--- config.mk ---
export PLATFORM = sky130hd
export DESIGN_NAME = sat_counter
export DESIGN_NICKNAME = d
export VERILOG_FILES = /design/src/rtl/sat_counter.sv
export SDC_FILE = /design/constraint.sdc
export NUM_CORES = 1
export LEC_CHECK = 0
export ABC_AREA = 1
export ABC_CLOCK_PERIOD_IN_PS = 2560
export BUFFER_PORTS_ARGS = -buffer_cell sky130_fd_sc_hd__buf_2
export CORE_AREA = 5 5 42 44
export CTS_CLUSTER_DIAMETER = 60
export DETAILED_ROUTE_END_ITERATION = 6
export DIE_AREA = 0 0 47 49
export PLACE_DENSITY = 0.69
export SLEW_MARGIN = 5
export SYNTH_ARGS = -nofsm -noshare
export SYNTH_HDL_FRONTEND = slang
export SYNTH_SLANG_ARGS = --single-unit
--- constraint.sdc ---
create_clock -name clk -period 2.56 [get_ports clk]
set_clock_uncertainty 0.05 [all_clocks]
set_input_delay 0.128 -clock clk [delete_from_list [all_inputs] [get_ports clk]]
set_output_delay 0.128 -clock clk [all_outputs]
set_load 0.02 [all_outputs]
--- src/rtl/sat_counter.sv ---
// rtl/sat_counter.sv - saturating event counter with synchronous clear
module sat_counter #(
  parameter int W = 8
) (
  input  logic         clk,
  input  logic         rst_n,
  input  logic         inc,
  input  logic         clr,
  output logic [W-1:0] count
);

  logic [W-1:0] count_q;
  logic [W-1:0] count_d;

  // Clear wins over a coincident increment; the count sticks at all-ones
  always_comb begin
    count_d = count_q;
    if (clr) begin
      count_d = '0;
    end else if (inc && (count_q != {W{1'b1}})) begin
      count_d = count_q + W'(1);
    end
  end

  // Count register
  always_ff @(posedge clk or negedge rst_n) begin
    if (!rst_n) begin
      count_q <= '0;
    end else begin
      count_q <= count_d;
    end
  end

  assign count = count_q;

endmodule

# ---- After elaboration in Yosys (flattened, before gate mapping)
# Index checks and enable logic that the tools add are counted.
dict set report op_classes {
  addsub 1
  mux 2
  eq_ne 1
  reduce_logical 2
}
# op count
set op_table {}
lappend op_table {{$mux 8} 2}
lappend op_table {{$add 8x1->8 const B} 1}
lappend op_table {{$ne 8x8->1 const B} 1}
lappend op_table {{$reduce_bool 2->1} 1}
lappend op_table {{$logic_and 1x1->1} 1}
dict set report totals {
  regBits 8
  output_inout_bits 8
  elab_cells 7
  in_bits 4
}

# ---- Depth between registers and ports, before layout
dict set report depth {
  ltp_word 4
  ltp_mapped 9
  depth_no_buf 9
}

# ---- Worst setup path after synthesis
# Ideal clock, no wire load.
dict set report synth_timing {
  kind {reg-to-reg}
  from {register count_q[0] (netlist: count[0])}
  to {register count_q[7] (netlist: count[7])}
  path_slack_ns 1.147
  stages_incl_launch_ff 8
  required_time_ns 2.397
  t_arrival_ns 1.250
  n_path_buf 0
  setup_ns 0.113
  period_less_slack_ns 1.413
  cell_sequence {dfrtp_1 > ha_1 > nand2_2 > nor2_2 > a21oi_1 > nand3_1 > nand2_1 > inv_1}
}
dict set report synth_via {
  elab_chain_cells 3
  elab_cells_between_ends 6
  classes_between {add/sub: 1; eq/ne: 1; mux: 2; reduce/logical: 2}
}
# item line_no
set synth_rtl {}
lappend synth_rtl {{from (decl)} 12} ;# logic [W-1:0] count_q;
lappend synth_rtl {{from (signal assigned)} 30} ;# count_q <= count_d;
lappend synth_rtl {{$add 8x1->8 or $ne 8x8->1 (tied branches)} {21, 20}}
lappend synth_rtl {{$mux 8 or $logic_and 1x1->1 (tied branches)} 20} ;# end else if (inc && (count_q != {W{1'b1}})) begin
lappend synth_rtl {{$mux 8 or $reduce_bool 2->1 (tied branches)} --}
# Parallel ways exist; a longest one is shown, timed or not. The select of a mux whose other input is x is not followed.
# A chain may end at the register's enable or synchronous reset.

# ---- Final worst setup path
# Ends and elaborated chain as after synthesis.

==> summary.md <==
| Metric | Value |
|---|---|
| Setup repair after global routing missed its margin | false |
| Slew margin rel. | 79.99% |
| WP data arrival | 1.55 ns |
| Ports placed on the boundary | 12 |
| Path type of the worst min-delay path | in2reg |
| Clock latency of the later-clocked register in the worst-skew pair | 0.26 ns |
| Number of core rows | 14 |
| Number of gates resized after CTS | 0 |
| Upper clock frequency limit | 0.6895 GHz |
| Area enclosed by the die boundary | 2303 µm² |
| Die span in x | 47 µm |
| Hold Fails Final Rpt | 0 |
| Clock sink count | 8 |
| Net count of the finished layout | 96 |
| Internal portion of total power | 0.2011 mW |
| Number of global-route vias before repair | 450 |
| Half-perimeter wire length of the detailed placement result | 923.6 µm |
| Total power per unit cell area | 458.3 nW/µm² |
| Sequential-to-total area share from yosys stat | 39.12% |
| Initial antenna violation count | 0 |
| Clock tree root buffer cell | sky130_fd_sc_hd__clkbuf_4 |
| Number of port buffers | 11 |
| Max_cap viols | 0 |
| Via count | 512 |
| Status | complete, no violations |
| Gr usage total | 11.98% |
| Area of the mapped netlist | 511.7 µm² |
| Number of synthesized register bits | 8 |
| Comb pwr share | 15.4% |
| Crit path launch type | flip-flop |
| Number of DRC markers after the initial detailed-route iteration | 22 |
| First-pass DRT Iterations | 4 |
| Slew at the pin with the worst max-slew slack | 0.3002 ns |
| Largest fanout on the critical path | 4 |
| Starting density of the core | 36.52% |
| Antenna diodes | 0 |
| Setup violations, final | 0 |
| Number of fill cells | 149 |
| Detail Route Antenna Nets | 0 |
| Maximum clock path buffer count | 2 |
| Routed wire length | 1177 µm |
| Number of max-slew violations in the final report | 0 |
| Area taken by multi-input logic gates | 265.3 µm² |
| Required @ worst endpoint | 2.66 ns |
| Worst IR drop on VDD | 310.1 µV |
| Critical path capture point type | flip-flop |
| Share of the core filled with cells | 44.20% |
| Tot Pwr | 0.2839 mW |
| Clock slew seen by the registers of the worst setup and hold paths | 0.06 ns |
| Register share of total power | 49.0% |
| Clock tree from TritonCTS | built |
| Net count after synthesis | 79 |
| Leak pwr | 0.3322 nW |
| Number of H-tree levels | 1 |
| Number of vias per cell | 4.876 |
| WL per Instance | 11.21 µm |
| Avg Cell Area, Syn | 6.915 µm² |
| Tightest hold margin | 0.1403 ns |
| Ratio of cells with drive above 1 in the final layout | 23.60% |
| Remaining Overflow, GRT | 0 |
| Cells after synthesis | 74 |
| Proportion of power drawn by the clock network | 35.6% |
| Synth unique cells | 15 |
| Net switching fraction of the power | 29.17% |
| Synth warn | 0 |
| CORE AREA | 1401 µm² |
| Detailed-route DRC error count | 0 |
| Share of the cycle needed by the critical path after routing | 56.65% |
| Final Critical Period | 1.450 ns |
| Maximum number of pins on one net before global-route repair | 9 |
| First-pass GRT wire length | 2042 µm |
| WS Path Type | reg2reg |
| Area delta synth->final | 21.03% |
| Switching Power | 0.08280 mW |
| Flip-flop count of the largest register, all copies and words added | 8 |
| Setup total negative slack | 0 ns |
| Height of the die | 49 µm |
| Register area | 200.2 µm² |
| Number of clock buffers inserted by TritonCTS | 3 |
| Global placer's final weighted congestion | 0.8670 |
## final timing paths
| kind | cells after the start | slack (ns) | endpoint | from |
|---|---|---|---|---|
| max | 7 | 1.11 | count[7] | count[0] |
| min | 3 | 0.14 | count[5] | inc |
| max reg2reg | 7 | 1.11 | count[7] | count[0] |
| min reg2reg | 2 | 0.49 | count[6] | count[6] |
| max in group asynchronous | 2 | 2.07 | count[7] | rst_n |
| min in group asynchronous | 2 | 0.19 | count[1] | rst_n |
## power by group through the flow
stage	clock network (mW)	registers [mW]	logic [mW]
floorplan	0	0.147	0.0189
global placement	0	0.141	0.0424
detailed placement	0	0.141	0.0428
CTS	0.101	0.139	0.0440
global route	0.110	0.141	0.0485
finish	0.101	0.139	0.0436
## cells in the final DEF (no fill, tap or decap)
master / count
sky130_fd_sc_hd__nand2_2: 2
sky130_fd_sc_hd__o21bai_1: 2
sky130_fd_sc_hd__buf_2: 11
sky130_fd_sc_hd__dlygate4sd3_1: 1
sky130_fd_sc_hd__a21oi_1: 4
sky130_fd_sc_hd__nor2_2: 2
sky130_fd_sc_hd__a21oi_2: 1
sky130_fd_sc_hd__ha_1: 1
sky130_fd_sc_hd__clkinv_4: 1
sky130_fd_sc_hd__nand3_1: 9
sky130_fd_sc_hd__nand2_1: 25
sky130_fd_sc_hd__nor3_1: 2
sky130_fd_sc_hd__o21ai_1: 1
sky130_fd_sc_hd__clkbuf_4: 3
sky130_fd_sc_hd__inv_1: 10
sky130_fd_sc_hd__nor2_1: 5
sky130_fd_sc_hd__nand2_4: 1
sky130_fd_sc_hd__dfrtp_1: 8
## logic make-up after synthesis
family,Yosys count,share of synthesized area (%)
AO/OA/AOI/OAI,8,9.534
AND/OR/NAND/NOR,46,39.85
flip-flops,8,39.12
buffers and inverters,11,9.048
adder cells (fa/ha/maj),1,2.445
## critical path, cell delays in order (launching register included)
cell                      delay [ns]
sky130_fd_sc_hd__dfrtp_1        0.41
sky130_fd_sc_hd__ha_1           0.24
sky130_fd_sc_hd__nand2_2        0.10
sky130_fd_sc_hd__nor2_2         0.04
sky130_fd_sc_hd__a21oi_1        0.28
sky130_fd_sc_hd__nand3_1        0.11
sky130_fd_sc_hd__nand2_1        0.07
sky130_fd_sc_hd__inv_1          0.03
## stage by stage
stage,setup slack (ns),std cells,cell area [µm²]
2_1_floorplan,1.147,74,511.7
3_3_place_gp,1.162,101,586.8
3_5_place_dp,1.140,101,586.8
4_1_cts,1.123,105,619.3
5_1_grt,1.002,105,619.3
6_report,1.110,105,619.3
## Yosys cell counts, drive strengths merged
cell | number | area (µm²)
nand2 | 28 | 117.6
inv | 10 | 37.54
nand3 | 9 | 45.04
dfrtp | 8 | 200.2
nor2 | 7 | 31.28
a21oi | 5 | 28.78
nor3 | 2 | 10.01
o21bai | 2 | 15.01
clkinv | 1 | 8.760
ha | 1 | 12.51
o21ai | 1 | 5.000
## per-layer routing
| metal | GRT usage (%) | share of wire (%) | vias up |
|---|---|---|---|
| met1 | 16.59 | 46 | 229 |
| met4 | 4.147 | 1.4 | 0 |
| met5 | 0 | 0 | - |
| met2 | 17.42 | 48 | 13 |
| li1 | - | - | 268 |
| met3 | 3.321 | 4.3 | 2 |
## repair_timing
action	in CTS	in global routing
setup buffers	0	0
hold endpoints to repair	8	0
hold buffers	1	0
## cell type report
cell class	count	share of cell area [%]
multi-input combinational	55	42.83
timing repair buffer	12	10.51
tap	16	3.232
sequential	8	32.32
inverter	11	7.475
clock buffer	3	3.636
Power figures use the tool's default switching activity.
